### src/rtl/ip_pulse_sync_pkg.sv
`default_nettype none
// +----------------------------------------------------------------------------+
// | ip_pulse_sync_pkg : shared state encoding, defaults and clog2 helper       |
// | Revision: 1.0                                                              |
// +----------------------------------------------------------------------------+
package ip_pulse_sync_pkg;

  typedef enum logic [1:0] {
    ST_IDLE    = 2'd0,
    ST_ISSUE   = 2'd1,
    ST_WAIT_HI = 2'd2,
    ST_WAIT_LO = 2'd3
  } state_e;

  localparam int DEF_N_REQ   = 4;
  localparam int DEF_TIMEOUT = 255;
  localparam int DEF_TO_W    = 8;

  function automatic int clog2(input int value);
    int r;
    r = 0;
    for (int i = 0; i < 31; i++) begin
      if ((1 << i) < value) r = i + 1;
    end
    return r;
  endfunction

endpackage
`default_nettype wire

### src/rtl/ip_rr_arb.sv
`default_nettype none
// +----------------------------------------------------------------------------+
// | ip_rr_arb : round-robin picker with registered search-start pointer        |
// | Revision: 1.0                                                              |
// +----------------------------------------------------------------------------+
module ip_rr_arb
  import ip_pulse_sync_pkg::*;
#(
  parameter int N_REQ = DEF_N_REQ,
  parameter int ID_W  = clog2(DEF_N_REQ)
) (
  input  logic             clk_i,
  input  logic             rst_i,
  input  logic [N_REQ-1:0] req_i,
  input  logic             gnt_en_i,
  output logic [N_REQ-1:0] gnt_o,
  output logic [ID_W-1:0]  idx_o
);

  // ptr_q holds last_grant+1, so reset value 0 searches from requester 0
  logic [ID_W-1:0]  ptr_q, ptr_d;
  logic [N_REQ-1:0] upper;
  logic [N_REQ-1:0] pick;
  logic [ID_W-1:0]  idx;

  always_comb begin
    upper = '0;
    for (int i = 0; i < N_REQ; i++) begin
      upper[i] = req_i[i] && (ID_W'(i) >= ptr_q);
    end
    pick = (|upper) ? upper : req_i;
    idx  = '0;
    for (int i = N_REQ - 1; i >= 0; i--) begin
      if (pick[i]) idx = ID_W'(i);
    end
    ptr_d = (idx == ID_W'(N_REQ - 1)) ? '0 : idx + ID_W'(1);
    gnt_o = '0;
    for (int i = 0; i < N_REQ; i++) begin
      gnt_o[i] = gnt_en_i && (|req_i) && (idx == ID_W'(i));
    end
  end

  assign idx_o = idx;

  always_ff @(posedge clk_i or posedge rst_i) begin
    if (rst_i) begin
      ptr_q <= '0;
    end else if (gnt_en_i && (|req_i)) begin
      ptr_q <= ptr_d;
    end
  end

endmodule
`default_nettype wire

### src/rtl/ip_pulse_sync_arb.sv
`default_nettype none
// +----------------------------------------------------------------------------+
// | ip_pulse_sync_arb : round-robin scheduler sharing one pulse-sync channel   |
// | Revision: 1.0                                                              |
// +----------------------------------------------------------------------------+
module ip_pulse_sync_arb
  import ip_pulse_sync_pkg::*;
#(
  parameter int N_REQ   = DEF_N_REQ,
  parameter int ID_W    = clog2(DEF_N_REQ),
  parameter int TIMEOUT = DEF_TIMEOUT,
  parameter int TO_W    = DEF_TO_W
) (
  input  logic             i_clk,
  input  logic             i_rst,
  input  logic             i_en,
  input  logic [N_REQ-1:0] i_req_pulse,
  input  logic             i_ch_ack,
  output logic             o_ch_pulse,
  output logic [ID_W-1:0]  o_ch_id,
  output logic             o_busy,
  output logic             o_done,
  output logic [ID_W-1:0]  o_done_id,
  output logic [N_REQ-1:0] o_pending,
  input  logic             i_drop_clr,
  output logic [N_REQ-1:0] o_drop,
  output logic             o_timeout
);

  localparam logic [TO_W-1:0] TO_LAST = TO_W'((TIMEOUT == 0) ? 0 : TIMEOUT - 1);

  state_e           state_q;
  logic [ID_W-1:0]  ch_id_q, done_id_q;
  logic             ch_pulse_q, done_q, timeout_q;
  logic [N_REQ-1:0] pending_q, pending_d;
  logic [N_REQ-1:0] drop_q, drop_d;
  logic [TO_W-1:0]  to_cnt_q;

  logic             grant;
  logic             to_hit;
  logic [N_REQ-1:0] gnt_oh;
  logic [ID_W-1:0]  gnt_idx;
  logic [N_REQ-1:0] new_drop;

  assign grant = (state_q == ST_IDLE) && i_en && (|pending_q);

  ip_rr_arb #(
    .N_REQ (N_REQ),
    .ID_W  (ID_W)
  ) u_rr_arb (
    .clk_i    (i_clk),
    .rst_i    (i_rst),
    .req_i    (pending_q),
    .gnt_en_i (grant),
    .gnt_o    (gnt_oh),
    .idx_o    (gnt_idx)
  );

  // A pulse on the bit being granted re-arms it rather than counting as a drop
  always_comb begin
    new_drop  = i_req_pulse & pending_q & ~gnt_oh;
    pending_d = (pending_q & ~gnt_oh) | i_req_pulse;
    drop_d    = (i_drop_clr ? '0 : drop_q) | new_drop;
    to_hit    = (TIMEOUT != 0) && (to_cnt_q == TO_LAST) &&
                ((state_q == ST_WAIT_HI) || (state_q == ST_WAIT_LO));
  end

  always_ff @(posedge i_clk or posedge i_rst) begin
    if (i_rst) begin
      state_q    <= ST_IDLE;
      ch_id_q    <= '0;
      done_id_q  <= '0;
      ch_pulse_q <= 1'b0;
      done_q     <= 1'b0;
      timeout_q  <= 1'b0;
      pending_q  <= '0;
      drop_q     <= '0;
      to_cnt_q   <= '0;
    end else begin
      pending_q  <= pending_d;
      drop_q     <= drop_d;
      ch_pulse_q <= 1'b0;
      done_q     <= 1'b0;
      timeout_q  <= (timeout_q & ~i_drop_clr) | to_hit;
      case (state_q)
        ST_IDLE: begin
          if (grant) begin
            state_q    <= ST_ISSUE;
            ch_id_q    <= gnt_idx;
            ch_pulse_q <= 1'b1;
            to_cnt_q   <= '0;
          end
        end
        ST_ISSUE: begin
          state_q <= ST_WAIT_HI;
        end
        ST_WAIT_HI: begin
          to_cnt_q <= to_cnt_q + TO_W'(1);
          if (to_hit) begin
            state_q <= ST_IDLE;
          end else if (i_ch_ack) begin
            state_q <= ST_WAIT_LO;
          end
        end
        ST_WAIT_LO: begin
          to_cnt_q <= to_cnt_q + TO_W'(1);
          if (to_hit) begin
            state_q <= ST_IDLE;
          end else if (!i_ch_ack) begin
            state_q   <= ST_IDLE;
            done_q    <= 1'b1;
            done_id_q <= ch_id_q;
          end
        end
        default: begin
          state_q <= ST_IDLE;
        end
      endcase
    end
  end

  assign o_ch_pulse = ch_pulse_q;
  assign o_ch_id    = ch_id_q;
  assign o_busy     = (state_q != ST_IDLE);
  assign o_done     = done_q;
  assign o_done_id  = done_id_q;
  assign o_pending  = pending_q;
  assign o_drop     = drop_q;
  assign o_timeout  = timeout_q;

endmodule
`default_nettype wire
### config.mk
export PLATFORM = sky130hd
export DESIGN_NAME = ip_pulse_sync_arb
export DESIGN_NICKNAME = d
export VERILOG_FILES = /design/src/rtl/ip_pulse_sync_pkg.sv /design/src/rtl/ip_rr_arb.sv /design/src/rtl/ip_pulse_sync_arb.sv
export SDC_FILE = /design/constraint.sdc
export NUM_CORES = 1
export LEC_CHECK = 0
export ABC_AREA = 1
export CAP_MARGIN = 0
export CELL_PAD_IN_SITES_DETAIL_PLACEMENT = 0
export CELL_PAD_IN_SITES_GLOBAL_PLACEMENT = 1
export CORE_MARGIN = 2
export CORE_UTILIZATION = 34
export CTS_CLUSTER_SIZE = 14
export DETAILED_ROUTE_END_ITERATION = 10
export PLACE_DENSITY = 0.79
export REMOVE_ABC_BUFFERS = 1
export SLEW_MARGIN = 20
export SYNTH_ARGS = -nofsm -noshare
export SYNTH_HDL_FRONTEND = slang
export SYNTH_SLANG_ARGS = --single-unit
### constraint.sdc
create_clock -name i_clk -period 1.55 [get_ports i_clk]
set_clock_uncertainty 0.15 [all_clocks]
set_input_delay 0.31 -clock i_clk [delete_from_list [all_inputs] [get_ports i_clk]]
set_output_delay 0.31 -clock i_clk [all_outputs]
set_load 0.03 [all_outputs]
# Word level (Yosys, flattened, before mapping)
# Index checks and enable logic that the tools add are counted.
# Widths: inputs -> output; s select.
classes:
  addsub: 2
  n_lt_le_gt_ge: 4
  eq_ne: 10
  n_mux: 20
  n_bitwise: 11
  n_reduce_logical: 24
ops:
  columns: ["cell", "n"]
  rows:
  - ["$mux 2", 10]
  - ["$pmux 8 s2", 1]
  - ["$and 4x4->4", 3]
  - ["$logic_and 1x1->1", 12]
  - ["$add 8x1->8 const B", 1]
  - ["$eq 2x2->1 const B", 4]
  - ["$eq 8x8->1 const B", 1]
  - ["$mux 4", 2]
  - ["$mux 8", 1]
  - ["$or 4x4->4", 2]
  - ["$pmux 2 s4", 1]
  - ["$reduce_or 4->1", 2]
  - ["$ne 3x3->1 const B", 2]
  - ["$reduce_and 3->1", 2]
  - ["$mux 1", 5]
  - ["$eq 2x1->1 const B", 2]
  - ["$ge 1x2->1 const A", 2]
  - ["$ge 2x2->1 const A", 2]
  - ["$logic_not 2->1", 2]
  - ["$not 4->4", 1]
  - ["$reduce_and 2->1", 2]
  - ["$reduce_bool 2->1", 2]
  - ["$not 1->1", 3]
  - ["$add 2x1->2 const B", 1]
  - ["other kinds (5)", 5]
totals:
  regBits: 27
  output_inout_bits: 16
  elab_cells: 81

# Depth between registers and ports, before layout
depth:
  word_depth: 13
  mapped_depth: 12
  depth_no_buf: 12

# By module
# Synthesis repeated with hierarchy kept, for this count alone.
hier_totals:
  hier_cells: 174
  area_unflattened_um2: 1417.6
by_module_without_submodules:
  columns: ["module", "n_inst", "cells_each", "area_per_inst_um2"]
  rows:
  - ["ip_pulse_sync_arb", 1, 135, 1162.4]
  - ["ip_rr_arb", 1, 39, 255.2]

# Worst setup path before layout
# Ideal clock, no wire load.
synth_timing:
  path_kind: "flip-flop to flip-flop"
  startpoint: "register pending_q[1] (netlist: o_pending[1])"
  endpoint: "register drop_q[1] (netlist: o_drop[1])"
  t_arrival_ns: 1.509
  setup_slack_ns: -0.240
  path_stages_with_launch: 12
  period_less_slack_ns: 1.790
  cell_sequence: "dfrtp_1 -> nand2_1 -> nand3_1 -> nand2_1 -> nand2_1 -> nand2_1 -> nand2_1 -> inv_1 -> ha_1 -> inv_1 -> o21ai_0 -> o22ai_1"
synth_via:
  elab_chain_len: 12
  elab_cells_between_ends: 16
synth_lines:
  columns: ["item", "line_no", "text"]
  rows:
  - ["from (decl)", "ip_pulse_sync_arb.sv:35", "logic [N_REQ-1:0] pending_q, pending_d;"]
  - ["from (signal assigned)", "ip_pulse_sync_arb.sv:80", "pending_q <= pending_d;"]
  - ["$logic_and 1x1->1", "ip_rr_arb.sv:29", "upper[i] = req_i[i] && (ID_W'(i) >= ptr_q);"]
  - ["$reduce_or 4->1", "ip_rr_arb.sv:31", "pick = (|upper) ? upper : req_i;"]
  - ["$mux 4 *", "ip_rr_arb.sv:31", null]
  - ["$mux 2 (3 in a row)", "ip_rr_arb.sv:34", "if (pick[i]) idx = ID_W'(i);"]
  - ["$mux 2 *", "ip_rr_arb.sv:34", null]
  - ["net gnt_idx[0]", "ip_pulse_sync_arb.sv:42", "logic [ID_W-1:0] gnt_idx;"]
  - ["$eq 2x1->1 *", "ip_rr_arb.sv:39", "gnt_o[i] = gnt_en_i && (|req_i) && (idx == ID_W'(i));"]
  - ["$logic_and 1x1->1 *", "ip_rr_arb.sv:39", null]
  - ["$not 4->4 *", "ip_pulse_sync_arb.sv:61", "new_drop = i_req_pulse & pending_q & ~gnt_oh;"]
  - ["$and 4x4->4 *", "ip_pulse_sync_arb.sv:61", null]
  - ["$or 4x4->4 *", "ip_pulse_sync_arb.sv:63", "drop_d = (i_drop_clr ? '0 : drop_q) | new_drop;"]
  - ["net drop_d[1]", "ip_pulse_sync_arb.sv:36", "logic [N_REQ-1:0] drop_q, drop_d;"]
  - ["to (signal assigned)", "ip_pulse_sync_arb.sv:81", "drop_q <= drop_d;"]
  - ["to (decl)", "ip_pulse_sync_arb.sv:36", null]
# Mark *: on every way through the listed nets, which the timed path passes. The rest lies on a longest branch.
# A chain may end at the register's enable or synchronous reset.

# Worst setup path after layout
layout_timing:
  startpoint: "register pending_q[2] (netlist: o_pending[2])"
  endpoint: "register drop_q[0] (netlist: o_drop[0])"
layout_via:
  elab_chain_len: 12
  elab_cells_between_ends: 15
layout_lines:
  columns: ["item", "line_no"]
  rows:
  - ["$logic_and 1x1->1", "ip_rr_arb.sv:29"]
  - ["$reduce_or 4->1", "ip_rr_arb.sv:31"]
  - ["$mux 4", "ip_rr_arb.sv:31"]
  - ["$mux 2 (4 in a row)", "ip_rr_arb.sv:34"]
  - ["$logic_not 2->1", "ip_rr_arb.sv:39"]
  - ["$logic_and 1x1->1 *", "ip_rr_arb.sv:39"]
  - ["$not 4->4 *", "ip_pulse_sync_arb.sv:61"]
  - ["$and 4x4->4 *", "ip_pulse_sync_arb.sv:61"]
  - ["$or 4x4->4 *", "ip_pulse_sync_arb.sv:63"]
  - ["net drop_d[0]", "ip_pulse_sync_arb.sv:36"]
# Marks and branches as above.

==> out/results.tsv <==
stage	metric	value	unit
pwr	pwr-share-comb	0.595	
critical_path	critPathCapture	o_drop[0]	
floorplan	start_util	0.347	
synth	yosysTopAreaCell	dfrtp_1	
global_route	gr-usage-all-layers	0.156	
sta	max_freq	580	MHz
sta	setup_viol	23	
pwr	p_int	2080	µW
critical_path	crit_fanout	6	
drt	vias	1269	
floorplan	core_area	3940	µm²
sta	period_minus_slack	1720	ps
layout	layout.cells.non_filler	277	
layout	final_nets	243	
floorplan	die_area	4540	µm²
global_route	grt_start_max_net_pins	28	
layout	final_cell_area	2100	µm²
floorplan	rows	23	
critical_path	cp_cell_sequence	buf_4 > buf_6 > nor2_4 > buf_4 > nand2_2 > nand3_4 > buf_4 > o21ai_2 > o22ai_1	
synth	seq_area_frac_synth	0.495	
synth	ys_warn_count	0	
synth	synthesis.instances	168	
layout	regArea	677	µm²
layout	final_common_cell	nand2_1	
drt	drcViolationCount	0	
drt	ant_nets	0	
critical_path	arrival	1730	ps
cts	clock_sink_count	27	
layout	final_cell_mix	nand2_1 (45), buf_4 (30), dfrtp_1 (26)	
synth	synth_cell_types	22	
placed_design	placedInstanceArea	1800	µm²
critical_path	r2r_start	o_pending[2]	
pwr	p_sw_frac	0.437	
placed_design	place_inst	260	
layout	n_fill_cell	353	
critical_path	critPathMaxStageDelay	430	ps
pwr	powerDensity	1750	nW/µm²
synth	yosys.area.top_type_share	0.495	
cts	clk_pin_slew_worst_paths	90	ps
cts	cts_buffer_depth	2	
cts	insertion_delay	270	ps
flow_run	cap_violations	0	
pwr	p_total	3690	µW
critical_path	reg2reg_slack	-170	ps
pwr	seqPwrFrac	0.296	
synth	ys_ff_latch	27	
cts	h-tree-depth	1	
min_path	worstHoldPathType	input pin to asynchronous set/reset pin	
synth	syn-cell-area	1370	µm²
cts	cts_hold_buf	0	
drt	via_per_inst	4.58	
sta	relSlewSlack	0.793	
critical_path	cp_num_buf_inv	4	
sta	hold_viol_final	0	
sta	rsz0062_at_grt	yes	
layout	diodes	0	
critical_path	start_kind	register	
global_route	gr-total-overflow	0	
cts	cts_buffers	3	
global_route	first_global_vias	1215	
floorplan	dieHeight	67.4	µm
pwr	p_leak	0.00106	µW
synth	avgSynthCellArea	8.13	µm²
placed_design	port_buffers	24	
pwr	ir_drop	0.000941	V
layout	layout-drive-gt1-share	0.348	
floorplan	die_w	67.4	µm
sta	worst_slack	-174	ps
critical_path	required	1560	ps
critical_path	slowest_stage	dfrtp_1	
layout	fin_util	0.534	
critical_path	cp_top_family	buffers and inverters	
critical_path	crit_type	register to register	
cts	clockRootBuffer	clkbuf_8	
synth	synthTopCellsByArea	dfrtp_1 (49%), nand2_1 (14%), inv_1 (8.5%)	
drt	drtIter0Drc	56	
global_route	antenna_found_initial	0	
drt	firstDrtPassIters	4	
drt	wirelength	3070	µm
outcome	status	complete, but fails checks	
pwr	clockPowerShare	0.109	
placed_design	detailed_place_hpwl	2150	µm
critical_path	r2r-end	o_drop[0]	
global_route	grt_pass1_wl	5310	µm
drt	wl_per_cell	11.1	µm
floorplan	io_pins	25	
sta	min_period_over_period	1.11	
critical_path	rr_worst_depth	9	
critical_path	worstSetupStartpoint	o_pending[2]	
layout	area_growth	54.0	%
critical_path	end_kind	register	
layout	multi_input_area	694	µm²
critical_path	crit_cells	9	
outcome	violations	setup timing	
sta	worst_slew_pin_slew	310	ps
placed_design	dp_slack	-299	ps
pwr	power.switching	1610	µW
cts	cts_tree	done	
placed_design	globalplace.congestion	0.746	
critical_path	cp_common_cell	buf_4	
sta	finalMaxSlewViolations	0	
[Yosys cell counts]
master,n
nand2_1,52
inv_2,2
nor2_1,10
nand2_2,1
ha_1,6
nor2_2,1
nor2_4,1
nor3_2,1
a41oi_1,1
a21oi_1,3
nand3_4,1
nand4_1,2
nand3_1,7
nand4_2,1
o21ai_0,12
o2111ai_1,1
buf_4,1
dfrtp_1,27
a21o_1,1
o22ai_1,5
inv_1,31
xor2_1,1
[per-layer routing]
layer  wire length [µm]  global-route usage
met1               1390               0.205
met2               1540               0.265
met3                103              0.0200
met4                 38              0.0536
met5                  0                   0
[timing repair]
item                                    in CTS  in global routing
gates resized for setup                     52                 20
endpoints found under the setup margin      31                 27
pin swaps                                   19                  6
buffers inserted                            11                  5
[registers in the layout, indices dropped and copies added (netlist names)]
register	count
to_cnt_q	8
o_drop	4
o_pending	4
o_ch_id	2
o_done_id	2
state_q	2
u_rr_arb.ptr_q	2
o_ch_pulse	1
o_done	1
o_timeout	1
[cell type report]
type / count / share of cell area
timing repair buffer: 56 / 0.234
tap: 50 / 0.0297
inverter: 33 / 0.0636
sequential: 27 / 0.322
clock buffer: 4 / 0.0214
multi-input combinational: 107 / 0.330
[power groups by stage]
stage	Clock [µW]	Sequential (µW)	Combinational (µW)
2_1_floorplan	0	1300	763
3_3_place_gp	0	1120	1570
3_5_place_dp	0	1120	1570
4_1_cts	414	1090	2050
5_1_grt	440	1120	2460
6_report	401	1090	2200
[logic make-up after synthesis]
kind of cell | synth area share
AO/OA/AOI/OAI | 0.0962
XOR/XNOR | 0.00641
buffers and inverters | 0.0962
flip-flops | 0.495
AND/OR/NAND/NOR | 0.252
adder cells (fa/ha/maj) | 0.0549
[how the worst min path moves through the flow]
stage	cells after the start	endpoint	slack, ps
6_report	3	to_cnt_q[3]	210
5_1_grt	3	to_cnt_q[3]	250
4_1_cts	3	to_cnt_q[3]	210
3_5_place_dp	2	o_done_id[0]	320
3_3_place_gp	2	o_done_id[1]	320
2_1_floorplan	1	o_ch_id[0]	210
[per-stage QoR]
stage	hold slack [ps]	TNS, ps
global placement	317	-2480
finish	208	-2020
floorplan	213	-1830
global route	249	-4110
CTS	213	-1110
detailed placement	319	-2610
[worst reg2reg max path, delay by kind of cell, from the launching register on]
family / cells / cell delay, ps
DFF: 1 / 430
AOI/OAI and AO/OA: 2 / 250
and+or+nand+nor: 3 / 250
buffers and inverters: 4 / 530
No activity file was read; power rests on OpenSTA's default activity.
